==> src/rtl/dff_pkg.sv <==
// Shared definitions for the dff_pipeline slice: default geometry and the
// occupancy-counter width helper.
package dff_pkg;

  localparam int unsigned DEF_WIDTH = 8;
  localparam int unsigned DEF_DEPTH = 4;

  // Bits needed to count 0..depth inclusive.
  function automatic int unsigned cnt_w(input int unsigned depth);
    return $clog2(depth + 1);
  endfunction

endpackage

==> src/rtl/dff_pipe_if.sv <==
// Producer/consumer bundle for dff_pipeline: input handshake, output
// handshake, synchronous flush and the occupancy report.
interface dff_pipe_if
  import dff_pkg::*;
#(
  parameter int unsigned WIDTH = DEF_WIDTH,
  parameter int unsigned DEPTH = DEF_DEPTH
) (
  input logic clk
);

  logic                      clr;
  logic                      in_valid;
  logic                      in_ready;
  logic [WIDTH-1:0]          in_data;
  logic                      out_valid;
  logic                      out_ready;
  logic [WIDTH-1:0]          out_data;
  logic [cnt_w(DEPTH)-1:0]   occupancy;

  // Pipeline side.
  modport slave (
    input  clr, in_valid, in_data, out_ready,
    output in_ready, out_valid, out_data, occupancy
  );

  // Producer/consumer side.
  modport master (
    input  clk, in_ready, out_valid, out_data, occupancy,
    output clr, in_valid, in_data, out_ready
  );

  modport DRIVER (
    input  clk, in_ready, out_valid, out_data, occupancy,
    output clr, in_valid, in_data, out_ready
  );

  modport MONITOR (
    input clk, clr, in_valid, in_ready, in_data,
          out_valid, out_ready, out_data, occupancy
  );

endinterface

==> src/rtl/dff_pipe_stage.sv <==
// One pipeline stage: a valid bit plus a data register. The stage accepts
// from upstream whenever it is empty or its downstream neighbour is ready.
module dff_pipe_stage
  import dff_pkg::*;
#(
  parameter int unsigned      WIDTH     = DEF_WIDTH,
  parameter logic [WIDTH-1:0] RESET_VAL = '0
) (
  input  logic             clk,
  input  logic             rst_n,
  input  logic             clr_i,
  input  logic             valid_i,
  input  logic [WIDTH-1:0] data_i,
  input  logic             ready_i,
  output logic             ready_o,
  output logic             valid_o,
  output logic [WIDTH-1:0] data_o
);

  typedef struct packed {
    logic             valid;
    logic [WIDTH-1:0] data;
  } stage_t;

  stage_t stage_q, stage_d;

  assign ready_o = !stage_q.valid || ready_i;
  assign valid_o = stage_q.valid;
  assign data_o  = stage_q.data;

  // Next state: flush drops the valid only; data moves only with a valid beat.
  always_comb begin
    stage_d = stage_q;
    if (clr_i) begin
      stage_d.valid = 1'b0;
    end else if (ready_o) begin
      stage_d.valid = valid_i;
      if (valid_i) begin
        stage_d.data = data_i;
      end
    end
  end

  // Stage register with asynchronous reset.
  always_ff @(posedge clk or negedge rst_n) begin
    if (!rst_n) begin
      stage_q <= '{valid: 1'b0, data: RESET_VAL};
    end else begin
      stage_q <= stage_d;
    end
  end

endmodule

==> src/rtl/dff_pipeline.sv <==
// Chain of DEPTH handshaked register stages with bubble collapse,
// synchronous flush and a registered occupancy count.
module dff_pipeline
  import dff_pkg::*;
#(
  parameter int unsigned      WIDTH     = DEF_WIDTH,
  parameter int unsigned      DEPTH     = DEF_DEPTH,
  parameter logic [WIDTH-1:0] RESET_VAL = '0
) (
  input  logic      clk,
  input  logic      rst_n,
  dff_pipe_if.slave bus
);

  localparam int unsigned CW   = cnt_w(DEPTH);
  localparam int          LAST = int'(DEPTH) - 1;

  if (DEPTH < 1) begin : g_bad_depth
    $error("dff_pipeline: DEPTH must be at least 1");
  end

  // Each stage looks up to its predecessor for data and down to its
  // successor for ready; the ends attach to the bus.
  for (genvar i = 0; i < int'(DEPTH); i++) begin : g_st
    logic             up_valid;
    logic [WIDTH-1:0] up_data;
    logic             dn_ready;
    logic             ready;
    logic             valid;
    logic [WIDTH-1:0] data;

    if (i == 0) begin : g_head
      assign up_valid = bus.in_valid;
      assign up_data  = bus.in_data;
    end else begin : g_body
      assign up_valid = g_st[i-1].valid;
      assign up_data  = g_st[i-1].data;
    end

    if (i == LAST) begin : g_tail
      assign dn_ready = bus.out_ready;
    end else begin : g_link
      assign dn_ready = g_st[i+1].ready;
    end

    dff_pipe_stage #(
      .WIDTH     (WIDTH),
      .RESET_VAL (RESET_VAL)
    ) u_stage (
      .clk     (clk),
      .rst_n   (rst_n),
      .clr_i   (bus.clr),
      .valid_i (up_valid),
      .data_i  (up_data),
      .ready_i (dn_ready),
      .ready_o (ready),
      .valid_o (valid),
      .data_o  (data)
    );
  end

  assign bus.in_ready  = g_st[0].ready && !bus.clr;
  assign bus.out_valid = g_st[LAST].valid;
  assign bus.out_data  = g_st[LAST].data;

  logic [CW-1:0] occ_q, occ_d;
  logic          in_xfer, out_xfer;

  // Occupancy tracks accepted minus delivered beats; a flush delivers nothing.
  always_comb begin
    in_xfer  = bus.in_valid && bus.in_ready;
    out_xfer = bus.out_valid && bus.out_ready && !bus.clr;
    occ_d    = occ_q;
    if (bus.clr) begin
      occ_d = '0;
    end else if (in_xfer && !out_xfer) begin
      occ_d = occ_q + CW'(1);
    end else if (out_xfer && !in_xfer) begin
      occ_d = occ_q - CW'(1);
    end
  end

  // Occupancy register.
  always_ff @(posedge clk or negedge rst_n) begin
    if (!rst_n) begin
      occ_q <= '0;
    end else begin
      occ_q <= occ_d;
    end
  end

  assign bus.occupancy = occ_q;

endmodule

==> src/flat_wrapper.sv <==
// flat-port wrapper written by rule: the top's interface ports become plain ports
module dff_pipeline_flat import dff_pkg::*;
#(
  parameter int unsigned      WIDTH     = DEF_WIDTH,
  parameter int unsigned      DEPTH     = DEF_DEPTH,
  parameter logic [WIDTH-1:0] RESET_VAL = '0
)
  (clk, rst_n, bus_clr, bus_in_valid, bus_in_data, bus_out_ready, bus_in_ready, bus_out_valid, bus_out_data, bus_occupancy);
  dff_pipe_if #(.WIDTH(WIDTH), .DEPTH(DEPTH)) bus_i (.clk(clk));
  input  logic clk;
  input  logic rst_n;
  input wire logic [$bits(bus_i.clr)-1:0] bus_clr;
  input wire logic [$bits(bus_i.in_valid)-1:0] bus_in_valid;
  input wire logic [$bits(bus_i.in_data)-1:0] bus_in_data;
  input wire logic [$bits(bus_i.out_ready)-1:0] bus_out_ready;
  output wire logic [$bits(bus_i.in_ready)-1:0] bus_in_ready;
  output wire logic [$bits(bus_i.out_valid)-1:0] bus_out_valid;
  output wire logic [$bits(bus_i.out_data)-1:0] bus_out_data;
  output wire logic [$bits(bus_i.occupancy)-1:0] bus_occupancy;
  assign bus_i.clr = bus_clr;
  assign bus_i.in_valid = bus_in_valid;
  assign bus_i.in_data = bus_in_data;
  assign bus_i.out_ready = bus_out_ready;
  assign bus_in_ready = bus_i.in_ready;
  assign bus_out_valid = bus_i.out_valid;
  assign bus_out_data = bus_i.out_data;
  assign bus_occupancy = bus_i.occupancy;
  dff_pipeline #(.WIDTH(WIDTH), .DEPTH(DEPTH), .RESET_VAL(RESET_VAL)) u_core (.clk(clk), .rst_n(rst_n), .bus(bus_i));
endmodule
==> config.mk <==
export PLATFORM = sky130hd
export DESIGN_NAME = dff_pipeline_flat
export DESIGN_NICKNAME = d
export VERILOG_FILES = /design/src/rtl/dff_pkg.sv /design/src/rtl/dff_pipe_if.sv /design/src/rtl/dff_pipe_stage.sv /design/src/rtl/dff_pipeline.sv /design/src/flat_wrapper.sv
export SDC_FILE = /design/constraint.sdc
export NUM_CORES = 1
export LEC_CHECK = 0
export ABC_AREA = 1
export BUFFER_PORTS_ARGS = -buffer_cell sky130_fd_sc_hd__clkbuf_2
export CORE_MARGIN = 3
export CORE_UTILIZATION = 45
export CTS_BUF_LIST = sky130_fd_sc_hd__clkbuf_2 sky130_fd_sc_hd__clkbuf_4 sky130_fd_sc_hd__clkbuf_8
export DETAILED_ROUTE_END_ITERATION = 8
export PLACE_DENSITY_LB_ADDON = 0.08
export SYNTH_ARGS = -nofsm -noshare
export SYNTH_HDL_FRONTEND = slang
export SYNTH_SLANG_ARGS = --single-unit
export TNS_END_PERCENT = 50
==> constraint.sdc <==
create_clock -name clk -period 2.22 [get_ports clk]
set_input_delay 0.222 -clock clk [delete_from_list [all_inputs] [get_ports clk]]
set_output_delay 0.222 -clock clk [all_outputs]
set_load 0.02 [all_outputs]
== Word-level counts from Yosys, hierarchy flattened ==
Cells that the tools add are included.

* Memories kept: 0
* Register bits: 39
* Latch bits: 0
* Bits in writable memories: 0
* Logic and storage cells: 53
* Bits in read-only memories: 0
* Output and inout port bits: 13

* Shift-type cells: 0
* Muxes and demuxes: 15
* Bitwise operators: 1
* Equality and inequality tests: 0
* Add/subtract/negate cells: 2
* Multipliers: 0
* Order comparisons: 0
* Reductions and logical operators: 26
* Divide/modulo/power cells: 0

{| class="wikitable"
|+ Operators by type and width
! kind !! count
|-
| $mux 9 || 4
|-
| $mux 8 || 4
|-
| $reduce_and 3->1 || 4
|-
| $mux 3 || 3
|-
| $reduce_bool 2->1 || 4
|-
| $logic_not 1->1 || 7
|-
| $logic_and 1x1->1 || 6
|-
| $logic_or 1x1->1 || 4
|-
| $mux 1 || 4
|-
| $add 3x1->3 const B || 1
|-
| $reduce_bool 3->1 || 1
|-
| $sub 3x1->3 const B || 1
|-
| $not 1->1 || 1
|}

== Longest topological paths before layout ==
* Depth after elaboration: 12
* Mapped depth: 13
* Mapped depth without buffers: 12

== Cells and area by module ==
From an unflattened synthesis, not the netlist that was laid out.

* Cells, all modules: 194
* Area total of the unflattened synthesis: 1,731.7 µm²

{| class="wikitable"
|+ Modules (own cells, without submodules)
! module !! area each (µm²) !! sequential area each (µm²) !! cells each !! times used
|-
| dff_pipe_stage || 374.1 || 225.2 || 40 || 4
|-
| dff_pipeline || 235.2 || 75.1 || 34 || 1
|}

== Worst setup path after synthesis ==
OpenSTA, ideal clock, no wires.

* Path type: register -> register
* Start point: register u_core.g_st[3].u_stage.stage_q (netlist bit u_core.g_st[3].u_stage.valid_o)
* End point: register u_core.occ_q[2] (netlist: u_core.bus.occupancy[2])
* Buffers on the path: 1
* Arrival: 1.830 ns
* Path slack: 0.272 ns
* Setup time: 0.117 ns
* Required time: 2.103 ns
* Stages on the path, launching flop included: 14
* Cell sequence: dfrtp_1 -> inv_1 -> nor2_4 -> nand4_1 -> buf_4 -> nand3_4 -> inv_1 -> fa_1 -> xnor2_1 -> inv_1 -> nand2_1 -> nand2_1 -> nand2_1 -> nand2_1

* Word-level cells in the longest chain between the ends: 10
* Elaborated cells on any way between the ends: 16
* Classes of those cells: mux (2); reduce/logical (14)

{| class="wikitable"
|+ RTL lines
! element !! RTL line !! source
|-
| start, declared || dff_pipe_stage.sv:25 || <nowiki>stage_t stage_q, stage_d;</nowiki>
|-
| start signal, assigned || dff_pipe_stage.sv:47 || <nowiki>stage_q <= '{valid: 1'b0, data: RESET_VAL};</nowiki>
|-
| start signal, assigned || dff_pipe_stage.sv:49 || <nowiki>stage_q <= stage_d;</nowiki>
|-
| $logic_not 1->1 || dff_pipe_stage.sv:27 || <nowiki>assign ready_o = !stage_q.valid || ready_i;</nowiki>
|-
| $logic_or 1x1->1 (4 in series) || dff_pipe_stage.sv:27 ||
|-
| $logic_and 1x1->1 || dff_pipeline.sv:62 || <nowiki>assign bus.in_ready = g_st[0].ready && !bus.clr;</nowiki>
|-
| $logic_and 1x1->1 || dff_pipeline.sv:71 || <nowiki>in_xfer = bus.in_valid && bus.in_ready;</nowiki>
|-
| $logic_and 1x1->1 / $logic_not 1->1 (equally long branches) || dff_pipeline.sv:76, dff_pipeline.sv:78 ||
|-
| $mux 3 / $logic_and 1x1->1 (equally long branches) || dff_pipeline.sv:76, dff_pipeline.sv:78 ||
|-
| $mux 3 / $reduce_bool 3->1 (equally long branches) || - ||
|-
| end signal, assigned || dff_pipeline.sv:86 || <nowiki>occ_q <= '0;</nowiki>
|-
| end signal, assigned || dff_pipeline.sv:88 || <nowiki>occ_q <= occ_d;</nowiki>
|-
| end, declared || dff_pipeline.sv:66 || <nowiki>logic [CW-1:0] occ_q, occ_d;</nowiki>
|}

Several ways; a longest one is shown, not always the timed one.
A chain may end at the register's enable or synchronous reset.

== Final worst setup path ==
Ends and elaborated chain as after synthesis.

==> metrics.log <==
INFO  metric run_status = completed
INFO  metric path_max_fanout = 6
INFO  metric finalCriticalPeriod = approximately 1.8 ns
INFO  metric yosys_warnings = 0
INFO  metric synth_ff_type = sky130_fd_sc_hd__dfrtp_1
INFO  metric place.detailed.hpwl = 2.05 mm
INFO  metric slew_headroom = 37.6%
INFO  metric setup_viol = 0
INFO  metric buffer_ports.inserted = 25
INFO  metric leakage = 0.00101 uW
INFO  metric wl = 2.79 mm
INFO  metric critPathArrivalTime = 2.03 ns
INFO  metric totalNegativeSetupSlack = 0 ns
INFO  metric most-common-layout-cells = 39 x sky130_fd_sc_hd__dfrtp_1, 34 x sky130_fd_sc_hd__nand2_1, 25 x sky130_fd_sc_hd__clkbuf_2
INFO  metric crit_path_start = u_core.g_st[3].u_stage.valid_o
INFO  metric fp.dieArea = about 4500 um^2
INFO  metric cts_buffer_depth = 2
INFO  metric routed-via-count = 1138
INFO  metric drt_first_iter_violations = 53
INFO  metric detail-route-antenna-nets = 0
INFO  metric dieWidth = 67.0 um
INFO  metric grt_pass1_wl = between 4 and 5 mm
INFO  metric boundaryPins = 26
INFO  metric nFillCells = 317
INFO  metric fin_cells = 236
INFO  metric wire_per_inst = 11.8 um
INFO  metric insertion_delay = slightly below 0.3 ns
INFO  metric fin_skew = 0.00486 ns
INFO  metric crit_path_top_delay_cell = sky130_fd_sc_hd__fa_1
INFO  metric timing.hold.worst.class = primary input to async pin
INFO  metric floorplan.initialDensity = 48.2%
INFO  metric final_core_util = roughly 56%
INFO  metric drt-pass1-iter-count = 6
INFO  metric synth_mux_area_share = 4.72%
INFO  metric cts_root_buffer = sky130_fd_sc_hd__clkbuf_8
INFO  metric synth_simple_gate_area_share = 20.9%
INFO  metric reg_clk_slew_reported_paths = 0.07 ns
INFO  metric critical_path_class = flip-flop to flip-flop
INFO  metric maximum_number_of_pins_on_one_net_before_global_route_repair = 40
INFO  metric synthXorXnorAreaFrac = 0.524%
INFO  metric drive_gt1_share = 27.9%
INFO  metric vdd_ir_drop_max = 0.426 mV
INFO  metric route.detailed.drc = 0
INFO  metric worst_setup_path_end_kind = flip-flop
INFO  metric share_clk_of_total_power = approximately 35%
INFO  metric die_h = approximately 67 um
INFO  metric layout_overhead_on_the_synthesized_area = 17.1%
INFO  metric yosysUniqueCellTypes = 22
INFO  metric first_global_vias = around 1.1k
INFO  metric syn_avg_cell_area = about 10 um^2
INFO  metric ys_seq_elements = 39
INFO  metric cell_internal_pwr = approximately 1500 uW
INFO  metric cts.hold.buffers_added = 0
INFO  metric cts_max_level = 2
INFO  metric cts.repair.resized = 0
INFO  metric dpl.cell_count = 228
INFO  metric worst_pin_slew = 0.935 ns
INFO  metric cell_breakdown_of_the_critical_path = inv_1, nor2_4, nand4_1, nand3_4, inv_1, fa_1, xnor2_1, inv_1, nand2_1, nand2_1, nand2_1, nand2_1
INFO  metric p_seq_share = 46.4%
INFO  metric vias_per_cell = 4.82
INFO  metric slowest_cell_delay_on_critical_path = around 0.38 ns
INFO  metric congestion_overflow_gr = 0
INFO  metric syn_inst = 160
INFO  metric final_hold_viol_count = 0
INFO  metric setup.worst_path.start_class = flip-flop
INFO  metric postSynth.asyncResetShare = 100%
INFO  metric rsz0062_at_grt = no
INFO  metric timing.fmax = ~0.54 GHz
INFO  metric post_cts.repair.setup_buffers = 0
INFO  metric power_density = 1010 nW/um^2
INFO  metric power.share.combinational = 18.2%
INFO  metric gp_routability_congestion = 0.874
INFO  metric critPathTopFamily = simple AND/OR/NAND/NOR gates
INFO  metric cts_tree = done
INFO  metric critPathBufInv = 3
INFO  metric num_antenna_cells = 0
INFO  metric post_synth_edffs = 0
INFO  metric grt_usage = ~14%
INFO  metric std_cell_rows = 21
INFO  metric design.core.area = 3470 um^2
INFO  metric synth_fp_nets = 174
INFO  metric synth_compound_area_share = 7.19%
INFO  metric max_cap_violations = 0
INFO  metric number_of_nets_in_the_final_layout = 203
INFO  metric worst_r2r_startpoint = u_core.g_st[3].u_stage.valid_o
INFO  metric cts_buffers = 5
INFO  metric combinational_family_with_the_most_area_after_synthesis = simple AND/OR/NAND/NOR gates
INFO  metric r2r-end = u_core.bus.occupancy[2]
INFO  metric synth_sequential_area_ratio = 58.4%
INFO  metric path_common_cell = sky130_fd_sc_hd__nand2_1
INFO  metric layout_worst_path_cycle_share = between 80% and 90%
INFO  metric syn_area = around 1700 um^2
INFO  metric internal_reg_to_reg_setup_slack = roughly 0.38 ns
INFO  metric p_sw_share = 26.6%
INFO  metric post_synthesis_adder_cell_area_fraction = 1.20%
INFO  metric final_max_slew_violation_count = 0
INFO  metric grt_antenna_before_repair = 0
INFO  metric p_switching = 528 uW
INFO  metric most_common_library_cell_in_the_layout_ignoring_fill_and_taps = sky130_fd_sc_hd__dfrtp_1
INFO  metric cts_sinks = 39
INFO  metric ff2ff_path_depth = 12
INFO  metric worstPathRequired = 2.41 ns
-- synthesized netlist by cell type (3+ instances only) --
cell type	number	area, um^2
sky130_fd_sc_hd__nand3_1	7	35.0
sky130_fd_sc_hd__buf_6	3	33.8
sky130_fd_sc_hd__nand2_1	34	128
sky130_fd_sc_hd__inv_1	18	67.6
sky130_fd_sc_hd__a21oi_1	11	55.1
sky130_fd_sc_hd__nor2_1	10	37.5
sky130_fd_sc_hd__o21ai_0	10	50.1
sky130_fd_sc_hd__nand4_1	5	31.3
sky130_fd_sc_hd__dfrtp_1	39	976
sky130_fd_sc_hd__mux2_2	7	78.8
sky130_fd_sc_hd__nand3_4	3	52.6
-- sequential cells by signal (all words and copies together), names as in the netlist --
| name | count |
|---|---|
| u_core.g_st.u_stage.valid_o | 4 |
| u_core.g_st.u_stage.data_o | 32 |
| u_core.bus.occupancy | 3 |
-- metrics by stage --
stage	setup WS [ns]	hold WS [ns]	power, uW	instance area [um^2]
floorplan	0.272	-0.0736	1170	1670
global placement	0.485	0.404	1280	1820
detailed placement	0.369	0.411	1300	1820
CTS	0.357	0.0903	2010	1960
global route	0.193	0.133	2090	1960
finish	0.380	0.0620	1980	1960
-- metal layers --
metal  GRT usage (%)  part of all wire, %  up-vias  wire, um
met5               0                    0        -         0
met4            6.08                  1.8        0        51
met3            5.06                  5.7        6       160
met2            22.3                   47       29      1310
met1            17.3                   46      527      1270
li1                -                    -      576         -
-- worst max-delay path by stage --
stage,end,slack [ns],cells past startpoint
final,u_core.bus.occupancy[2],0.38,12
after global routing,u_core.bus.occupancy[2],0.19,11
after CTS,u_core.bus.occupancy[2],0.36,12
after detailed placement,u_core.bus.occupancy[2],0.37,12
after global placement,u_core.bus.occupancy[2],0.49,12
after floorplan,u_core.bus.occupancy[2],0.27,13
-- power groups by stage --
stage | Combinational, uW | Clock (uW) | Sequential, uW
after floorplan | 180 | 0 | 994
after global placement | 353 | 0 | 928
after detailed placement | 368 | 0 | 935
after CTS | 368 | 720 | 922
after global routing | 407 | 744 | 937
final | 361 | 702 | 921
-- area by class of cell --
class	instances	area, um^2	area share (%)
Timing Repair Buffer	26	133	6.78
Multi-Input combinational cell	97	577	29.5
Inverter	20	77.6	3.96
Tap cell	46	57.6	2.94
Sequential cell	39	976	49.9
Clock inverter	2	60.1	3.07
Clock buffer	6	76.3	3.90
-- kinds of logic after synthesis --
family | Yosys count
DFF | 39
AOI/OAI and AO/OA | 23
muxes | 7
buffers and inverters | 24
and+or+nand+nor | 65
xor gates and xnor gates | 1
adders and majority gates | 1
Note: power is estimated with default switching activity, not from simulation.
